$ cat config.mk
export PLATFORM = sky130hd
export DESIGN_NAME = j1_boot_loader
export DESIGN_NICKNAME = d
export VERILOG_FILES = /design/src/rtl/j1_boot_loader.sv
export SDC_FILE = /design/constraint.sdc
export NUM_CORES = 1
export LEC_CHECK = 0
export ABC_AREA = 1
export ABC_CLOCK_PERIOD_IN_PS = 3200
export BUFFER_PORTS_ARGS = -buffer_cell sky130_fd_sc_hd__buf_2
export CAP_MARGIN = 20
export CORE_AREA = 2 2 134 71
export CTS_CLUSTER_SIZE = 40
export DETAILED_ROUTE_END_ITERATION = 10
export DIE_AREA = 0 0 136 73
export GPL_ROUTABILITY_DRIVEN = 0
export PLACE_DENSITY = 0.79
export SKIP_LAST_GASP = 1
export SYNTH_ARGS = -nofsm -noshare
export SYNTH_HDL_FRONTEND = slang
export SYNTH_SLANG_ARGS = --single-unit
$ cat constraint.sdc
create_clock -name clk -period 3.2 [get_ports clk]
set_input_delay 0.32 -clock clk [delete_from_list [all_inputs] [get_ports clk]]
set_output_delay 0.32 -clock clk [all_outputs]
set_load 0.01 [all_outputs]
$ cat src/rtl/j1_boot_loader.sv
// Boot sequencer for the j1: owns the core reset and multiplexes RAM port B
// between the running core and a host word stream that loads a new image.
//
// state   | meaning
// HALT    | core held in reset for one cycle so any j1 write retires
// LOAD    | accepting host words into RAM from base
// RELEASE | load finished; core held in reset for RESET_CYCLES cycles
// RUN     | j1 drives port B directly, core out of reset
module j1_boot_loader #(
  parameter int LOG2ABITS    = 13,
  parameter int DWIDTH       = 16,
  parameter int BOOT_HOLD    = 1,
  parameter int RESET_CYCLES = 4
) (
  input  logic                 clk,
  input  logic                 resetq,
  input  logic                 start_load,
  input  logic [LOG2ABITS-1:0] load_base,
  input  logic                 s_valid,
  output logic                 s_ready,
  input  logic [DWIDTH-1:0]    s_data,
  input  logic                 s_last,
  input  logic [LOG2ABITS-1:0] j1_mem_addr,
  input  logic                 j1_mem_wr,
  input  logic [DWIDTH-1:0]    j1_dout,
  output logic [LOG2ABITS-1:0] mem_addr,
  output logic                 mem_wr,
  output logic [DWIDTH-1:0]    mem_dout,
  output logic                 cpu_reset,
  output logic                 done,
  output logic                 err,
  output logic [LOG2ABITS:0]   word_count,
  output logic [DWIDTH-1:0]    checksum
);

  localparam logic [1:0] S_HALT    = 2'd0;
  localparam logic [1:0] S_LOAD    = 2'd1;
  localparam logic [1:0] S_RELEASE = 2'd2;
  localparam logic [1:0] S_RUN     = 2'd3;
  localparam logic [1:0] S_RESET   = (BOOT_HOLD != 0) ? S_HALT : S_RELEASE;

  localparam logic [7:0]         RCNT_INIT = 8'(RESET_CYCLES);
  localparam logic [LOG2ABITS:0] CNT_ONE   = (LOG2ABITS+1)'(1);

  logic [1:0]           state;
  logic [LOG2ABITS-1:0] base;
  logic [LOG2ABITS:0]   cnt;
  logic [LOG2ABITS:0]   addr_sum;
  logic [7:0]           rcnt;
  logic [DWIDTH-1:0]    csum;
  logic                 err_q;
  logic                 done_q;
  logic                 hs;
  logic                 drop;

  // The extra sum bit is the carry that flags a write past the top of RAM.
  assign addr_sum = {1'b0, base} + cnt;
  assign hs       = s_valid && (state == S_LOAD);
  assign drop     = addr_sum[LOG2ABITS] | err_q;

  assign cpu_reset  = (state != S_RUN);
  assign s_ready    = (state == S_LOAD);
  assign done       = done_q;
  assign err        = err_q;
  assign word_count = cnt;
  assign checksum   = csum;

  always_comb begin
    mem_addr = addr_sum[LOG2ABITS-1:0];
    mem_wr   = 1'b0;
    mem_dout = s_data;
    if (state == S_RUN) begin
      mem_addr = j1_mem_addr;
      mem_wr   = j1_mem_wr;
      mem_dout = j1_dout;
    end else if (hs && !drop) begin
      mem_wr = 1'b1;
    end
  end

  always_ff @(posedge clk or negedge resetq) begin
    if (!resetq) begin
      state  <= S_RESET;
      base   <= '0;
      cnt    <= '0;
      rcnt   <= '0;
      csum   <= '0;
      err_q  <= 1'b0;
      done_q <= 1'b0;
    end else begin
      done_q <= 1'b0;
      case (state)
        S_RUN: begin
          if (start_load) begin
            base  <= load_base;
            cnt   <= '0;
            csum  <= '0;
            err_q <= 1'b0;
            state <= S_HALT;
          end
        end
        S_HALT: state <= S_LOAD;
        S_LOAD: begin
          if (hs) begin
            if (drop) begin
              err_q <= 1'b1;
            end else begin
              cnt  <= cnt + CNT_ONE;
              csum <= csum + s_data;
            end
            if (s_last) begin
              rcnt  <= RCNT_INIT;
              state <= S_RELEASE;
            end
          end
        end
        default: begin
          // rcnt of 0 only occurs straight out of reset with BOOT_HOLD=0.
          if (rcnt <= 8'd1) begin
            rcnt   <= '0;
            done_q <= 1'b1;
            state  <= S_RUN;
          end else begin
            rcnt <= rcnt - 8'd1;
          end
        end
      endcase
    end
  end

endmodule

==> results of run 1 <==
## per-stage QoR
stage / util [%] / total power, mW
2_1_floorplan: - / 3.24
3_3_place_gp: 60.4 / 4.00
3_5_place_dp: 60.4 / 4.11
4_1_cts: 61.9 / 4.69
5_1_grt: 61.9 / 5.15
6_report: 61.9 / 4.73
## final cells by class
type / instances / area share [%]
Multi-Input combinational cell: 563 / 52.8
Inverter: 72 / 4.88
Tap cell: 121 / 2.73
Clock buffer: 7 / 2.39
Clock inverter: 1 / 0.0904
Timing Repair Buffer: 133 / 12.3
Sequential cell: 55 / 24.9
## worst paths after layout
kind | slack [ns] | endpoint | from
max in group asynchronous | 2.30 | word_count[11] | resetq
min reg2reg | 0.52 | base[7] | base[7]
min in group clk | 0.26 | base[3] | load_base[3]
max reg2reg | 0.53 | checksum[2] | word_count[4]
max | 0.41 | mem_addr[12] | word_count[0]
min | 0.07 | done | resetq
## registers in the layout, indices dropped and copies added, names as in the netlist
| register | flops |
|---|---|
| err | 1 |
| done | 1 |
| state | 2 |
| base | 13 |
| rcnt | 8 |
| checksum | 16 |
| word_count | 14 |
## Yosys cell counts
cell and instances:
clkinv_1 1, o22ai_1 2, buf_4 2, nand4_1 7, nand3_1 53, and3_1 1
buf_1 3, dfrtp_1 55, ha_1 36, buf_6 3, nand3_2 2, xnor2_1 9
a21boi_0 1, o21a_1 1, and2_1 2, nor2_1 73, o211ai_1 1, inv_2 4
buf_2 6, or2_1 1, nand3b_1 2, nor3_1 10, inv_1 67, xor2_1 13
o21ai_0 24, or2_2 2, a21oi_1 30, nand2_2 13, fa_1 2, nand2_1 261
mux2_2 12, nor2_2 2, a31oi_1 3, clkbuf_1 5
## logic make-up after synthesis
kind of cell               count (synthesis)  share of synthesized area, %
and+or+nand+nor                          429                          38.0
xor gates and xnor gates                  22                          4.12
buffers and inverters                     91                          8.11
DFF                                       55                          29.4
adders and majority gates                 38                          10.5
muxes                                     12                          2.89
AOI/OAI and AO/OA                         62                          6.93
## power by group
| group | switching, mW | total [mW] | internal [mW] |
|---|---|---|---|
| sequential | 0.223 | 1.17 | 0.942 |
| clock | 0.262 | 0.553 | 0.291 |
| combinational | 1.94 | 3.01 | 1.06 |
## metal layers
| metal | up-vias | routed length (µm) | track usage [%] |
|---|---|---|---|
| met2 | 253 | 5270 | 38.0 |
| met3 | 10 | 1410 | 6.46 |
| met1 | 2293 | 7040 | 44.8 |
| met4 | 0 | 57 | 4.05 |
| met5 | - | 0 | 0 |
| li1 | 2486 | - | - |
## cells in the final DEF, fill, tap and decap left out, types with 5 or more instances in the layout
cell	netlist	final
a21oi_1	30	30
buf_2	6	127
buf_4	2	6
clkbuf_16	0	5
dfrtp_1	55	55
ha_1	36	36
inv_1	67	67
mux2_2	12	12
nand2_1	261	261
nand2_2	13	13
nand3_1	53	53
nand4_1	7	7
nor2_1	73	73
nor3_1	10	10
o21ai_0	24	24
xnor2_1	9	9
xor2_1	13	13
==> impl_metrics.ini, run 1 <==
[job]
max_cap_viol_count = 0

[timing]
hold_ws_ns = 0.0740
hold_viol = 0
period_needed_ns = 2.79
tightestPinTransition_ns = 0.765
rsz0062_at_grt = false
slew_headroom_pct = 48.8
finalSetupViolCount = 0
slew_viol_final = 0
setup_ws_ns = 0.410
finalSetupTns_ns = 0
final.period_utilization_pct = 87.2
fin_worst_skew_ns = 0.00437
fmaxAchievable_mhz = 358

[pwr]
p_leak_nw = 3.21
power.density_nw_per_um2 = 853
irDropWorstVdd_uv = 587

[setup_path]
cp.buffers_inverters = 3
required_ns = 2.88
r2r.worst_path.cells = 11
start_kind = flop
cp-end-kind = primary output
crit_path_max_incr_delay_ns = 0.47
cp.depth = 11
arrival_ns = 2.47
crit_chain = ha_1 > inv_1 > fa_1 > inv_1 > nand3_1 > nand2_1 > nand3_1 > nand4_1 > xnor2_1 > o21ai_0 > buf_2
cp_top_family = adder cells
crit_slowest_cell = dfrtp_1
critPathMaxFanout = 6
critPathKind = reg -> out

[global_route]
grt_start_max_net_pins = 38
grt_util_all_layers_pct = 27.9
grt_pass1_vias = 4358
grt-ovfl-total = 0
grt_pass1_wl_um = 21900
antenna_found_initial = 0

[synthesis]
synth.area.top_cells = dfrtp_1 (29%), nand2_1 (21%), ha_1 (9.6%)
syn_avg_cell_area_um2 = 6.60
synth_cells = 709
syn_area_um2 = 4680
yosys.area.top_type = dfrtp_1
synth.distinct_cells = 34
syn_nets = 811
yosys_warnings = 0
ys_seq_area_share_pct = 29.4
yosysTopAreaCellShare_pct = 29.4
ys_ff_latch = 55

[cells_and_area]
antenna_cells = 0
layout.nets = 932
n_fill_cell = 853
fin_area_um2 = 5540
finalNonFillerCells = 952
drive_gt1_share_pct = 20.9
multi_input_area_um2 = 2920
syn2layout_area_growth_pct = 18.4
seqCellArea_um2 = 1380

[cts]
clkTransAtPathRegs_ns = 0.07
cts_hold_buf = 0
post_cts_buffers = 0
h-tree-depth = 2
cts_made_buffers = 5
cts_tree = yes
clock-sinks = 55
ctsResizeCount = 0
clock_latency_ns = 0.29
cts_buffer_depth = 2
root_buffer = clkbuf_16

[floorplan]
core_um2 = 8950
initial_core_util_pct = 52.3
die_w_um = 136
die_area_um2 = 9930
die_h_um = 73
rows = 25
pin_count = 128

[routing]
wirelength_um = 13800
first_iter_violations = 541
drc_errors = 0
vias = 5042
vias_per_cell = 5.30
wl_per_cell_um = 14.5
ant_nets = 0
first_pass_iters = 5

[worst_hold_path]
min_path_type = in -> async

[place]
portBuffers = 127
placedCellCount = 944
place_hpwl_um = 10400
placed_area_um2 = 5400
pre_cts_ws_ns = 0.621

[status]
status = complete, no violations
(Power assumes the default switching activity.)
==> run 2: changes to the inputs <==
--- a/config.mk
+++ b/config.mk
@@ -6,15 +6,15 @@
 export NUM_CORES = 1
 export LEC_CHECK = 0
 export ABC_AREA = 1
-export ABC_CLOCK_PERIOD_IN_PS = 3200
+export ABC_CLOCK_PERIOD_IN_PS = 2600
 export BUFFER_PORTS_ARGS = -buffer_cell sky130_fd_sc_hd__buf_2
 export CAP_MARGIN = 20
-export CORE_AREA = 2 2 134 71
+export CORE_AREA = 2 2 135 71
 export CTS_CLUSTER_SIZE = 40
 export DETAILED_ROUTE_END_ITERATION = 10
-export DIE_AREA = 0 0 136 73
+export DIE_AREA = 0 0 137 73
 export GPL_ROUTABILITY_DRIVEN = 0
-export PLACE_DENSITY = 0.79
+export PLACE_DENSITY = 0.78
 export SKIP_LAST_GASP = 1
 export SYNTH_ARGS = -nofsm -noshare
 export SYNTH_HDL_FRONTEND = slang
==> constraint.sdc (replaced) <==
create_clock -name clk -period 2.6 [get_ports clk]
set_input_delay 0.26 -clock clk [delete_from_list [all_inputs] [get_ports clk]]
set_output_delay 0.26 -clock clk [all_outputs]
set_load 0.01 [all_outputs]
==> impl_metrics.ini, run 2 (synthesized netlist as in run 1, its figures left out) <==
[status]
status = complete, no violations

[floorplan]
rows = 25
die_w_um = 137
core_um2 = 9010
die_area_um2 = 10000
die_h_um = 73
pin_count = 128
initial_core_util_pct = 51.9

[cts]
cts_made_buffers = 5
clkTransAtPathRegs_ns = 0.07
clock-sinks = 55
h-tree-depth = 2
cts_tree = yes
root_buffer = clkbuf_16
cts_buffer_depth = 2
clock_latency_ns = 0.29

[pwr]
p_leak_nw = 3.29
seqPwrFrac_pct = 24.1
p_switching_mw = 3.04
p_sw_share_pct = 50.8
power.density_nw_per_um2 = 1050
p_comb_share_pct = 64.6
p_int_mw = 2.95
irDropWorstVdd_uv = 726
pwr-share-clk_pct = 11.3

[timing]
slew_viol_final = 0
final.period_utilization_pct = 97.3
rsz0062_at_grt = true
finalSetupViolCount = 0
tightestPinTransition_ns = 0.641
period_needed_ns = 2.53
hold_viol = 0
fmaxAchievable_mhz = 395
slew_headroom_pct = 57.2
fin_worst_skew_ns = 0.00902

[setup_path]
r2r_start = word_count[4]
rrSetupSlack_ns = 0.26
r2r_end = word_count[4]
arrival_ns = 2.27
start_kind = flop
required_ns = 2.34
critPathMaxFanout = 5
r2r.worst_path.cells = 11
cp-end-kind = primary output
critPathKind = reg -> out

[routing]
ant_nets = 0
drc_errors = 0
first_iter_violations = 543
wirelength_um = 14300
first_pass_iters = 5
vias = 5100
wl_per_cell_um = 14.8
vias_per_cell = 5.28

[cells_and_area]
final_common_cell = nand2_1
syn2layout_area_growth_pct = 22.2
multi_input_area_um2 = 2970
largest_reg_flops = 16
mostFrequentLayoutCells = nand2_1 (260), buf_2 (127), nor2_1 (73)
fin_area_um2 = 5710
n_fill_cell = 836
antenna_cells = 0
layout.nets = 946
drive_gt1_share_pct = 23.3
finalNonFillerCells = 965
seqCellArea_um2 = 1380

[global_route]
antenna_found_initial = 0
grt-ovfl-total = 0
grt_util_all_layers_pct = 28.6
grt_pass1_wl_um = 22200
grt_pass1_vias = 4442
grt_start_max_net_pins = 31

[job]
max_cap_viol_count = 0

[worst_hold_path]
min_to = base[11]
hold_start = load_base[11]
min_path_cells = 2
min_path_type = in -> reg

[place]
placedCellCount = 956
portBuffers = 127
placed_area_um2 = 5500
place_hpwl_um = 11200
run 2: changes by cell type in the layout (fill, tap and decap cells not counted), moves of 2 or more:
cell      change
buf_4        +12
clkbuf_1      -2
ha_1          -3
ha_4          +2
xor2_1        -2
xor2_2        +2
run 2: per-layer routing:
metal,global-route usage [%],up-vias,wire [µm]
met4,3.78,0,80
met2,38.2,290,5380
met1,45.6,2290,7080
met3,8.26,11,1720
li1,-,2509,-
met5,0,-,0
run 2: layout make-up:
type,instances,share of cell area [%]
multi-input cells,563,52.0
flip-flops and latches,55,24.1
repair buffers,147,14.0
inverters,72,4.73
well taps,121,2.65
clock buffers,6,2.43
clock inverters,1,0.0876
run 2: worst max-delay path, cell delays in order, from the launching register on:
cell and delay [ns]:
dfrtp_2 0.40, ha_1 0.18, inv_1 0.06, fa_1 0.39
inv_2 0.11, nand3_1 0.09, nand2_2 0.15, a21boi_0 0.13
xor2_1 0.15, o21ai_0 0.17, buf_2 0.17
run 2: repair_timing:
action / CTS / global route
setup buffers: 0 / 1
resized for setup: 2 / 8
hold endpoints to repair: 18 / 0
setup endpoints to repair: 3 / 6
hold buffers: 1 / 0
run 2: power by group through the flow:
stage | Clock, mW | Sequential [mW] | Combinational, mW
after CTS | 0.686 | 1.43 | 3.77
final | 0.679 | 1.45 | 3.87
after detailed placement | 0 | 1.44 | 3.73
after floorplan | 0 | 1.43 | 2.56
after global routing | 0.721 | 1.48 | 4.31
after global placement | 0 | 1.43 | 3.61
run 2: how the worst max path moves through the flow:
stage / cells after the start / startpoint / slack [ns] / end
finish: 10 / word_count[0] / 0.07 / mem_addr[6]
detailed placement: 10 / word_count[0] / 0.25 / mem_addr[6]
floorplan: 9 / word_count[0] / 0.51 / mem_addr[6]
global route: 11 / word_count[10] / -0.009 / mem_wr
CTS: 10 / word_count[0] / 0.01 / mem_addr[6]
global placement: 10 / word_count[0] / 0.32 / mem_addr[6]
run 2: stage by stage:
step	setup TNS [ns]	hold slack, ns	utilization, %	setup WS, ns	total power, mW
after floorplan	0	-0.0356	-	0.515	3.99
after global placement	0	0.230	61.1	0.319	5.05
after detailed placement	0	0.235	61.1	0.253	5.18
after CTS	0	0.192	62.8	0.0116	5.89
after global routing	-0.0123	0.186	63.4	-0.00874	6.52
final	0	0.196	63.4	0.0700	6.00
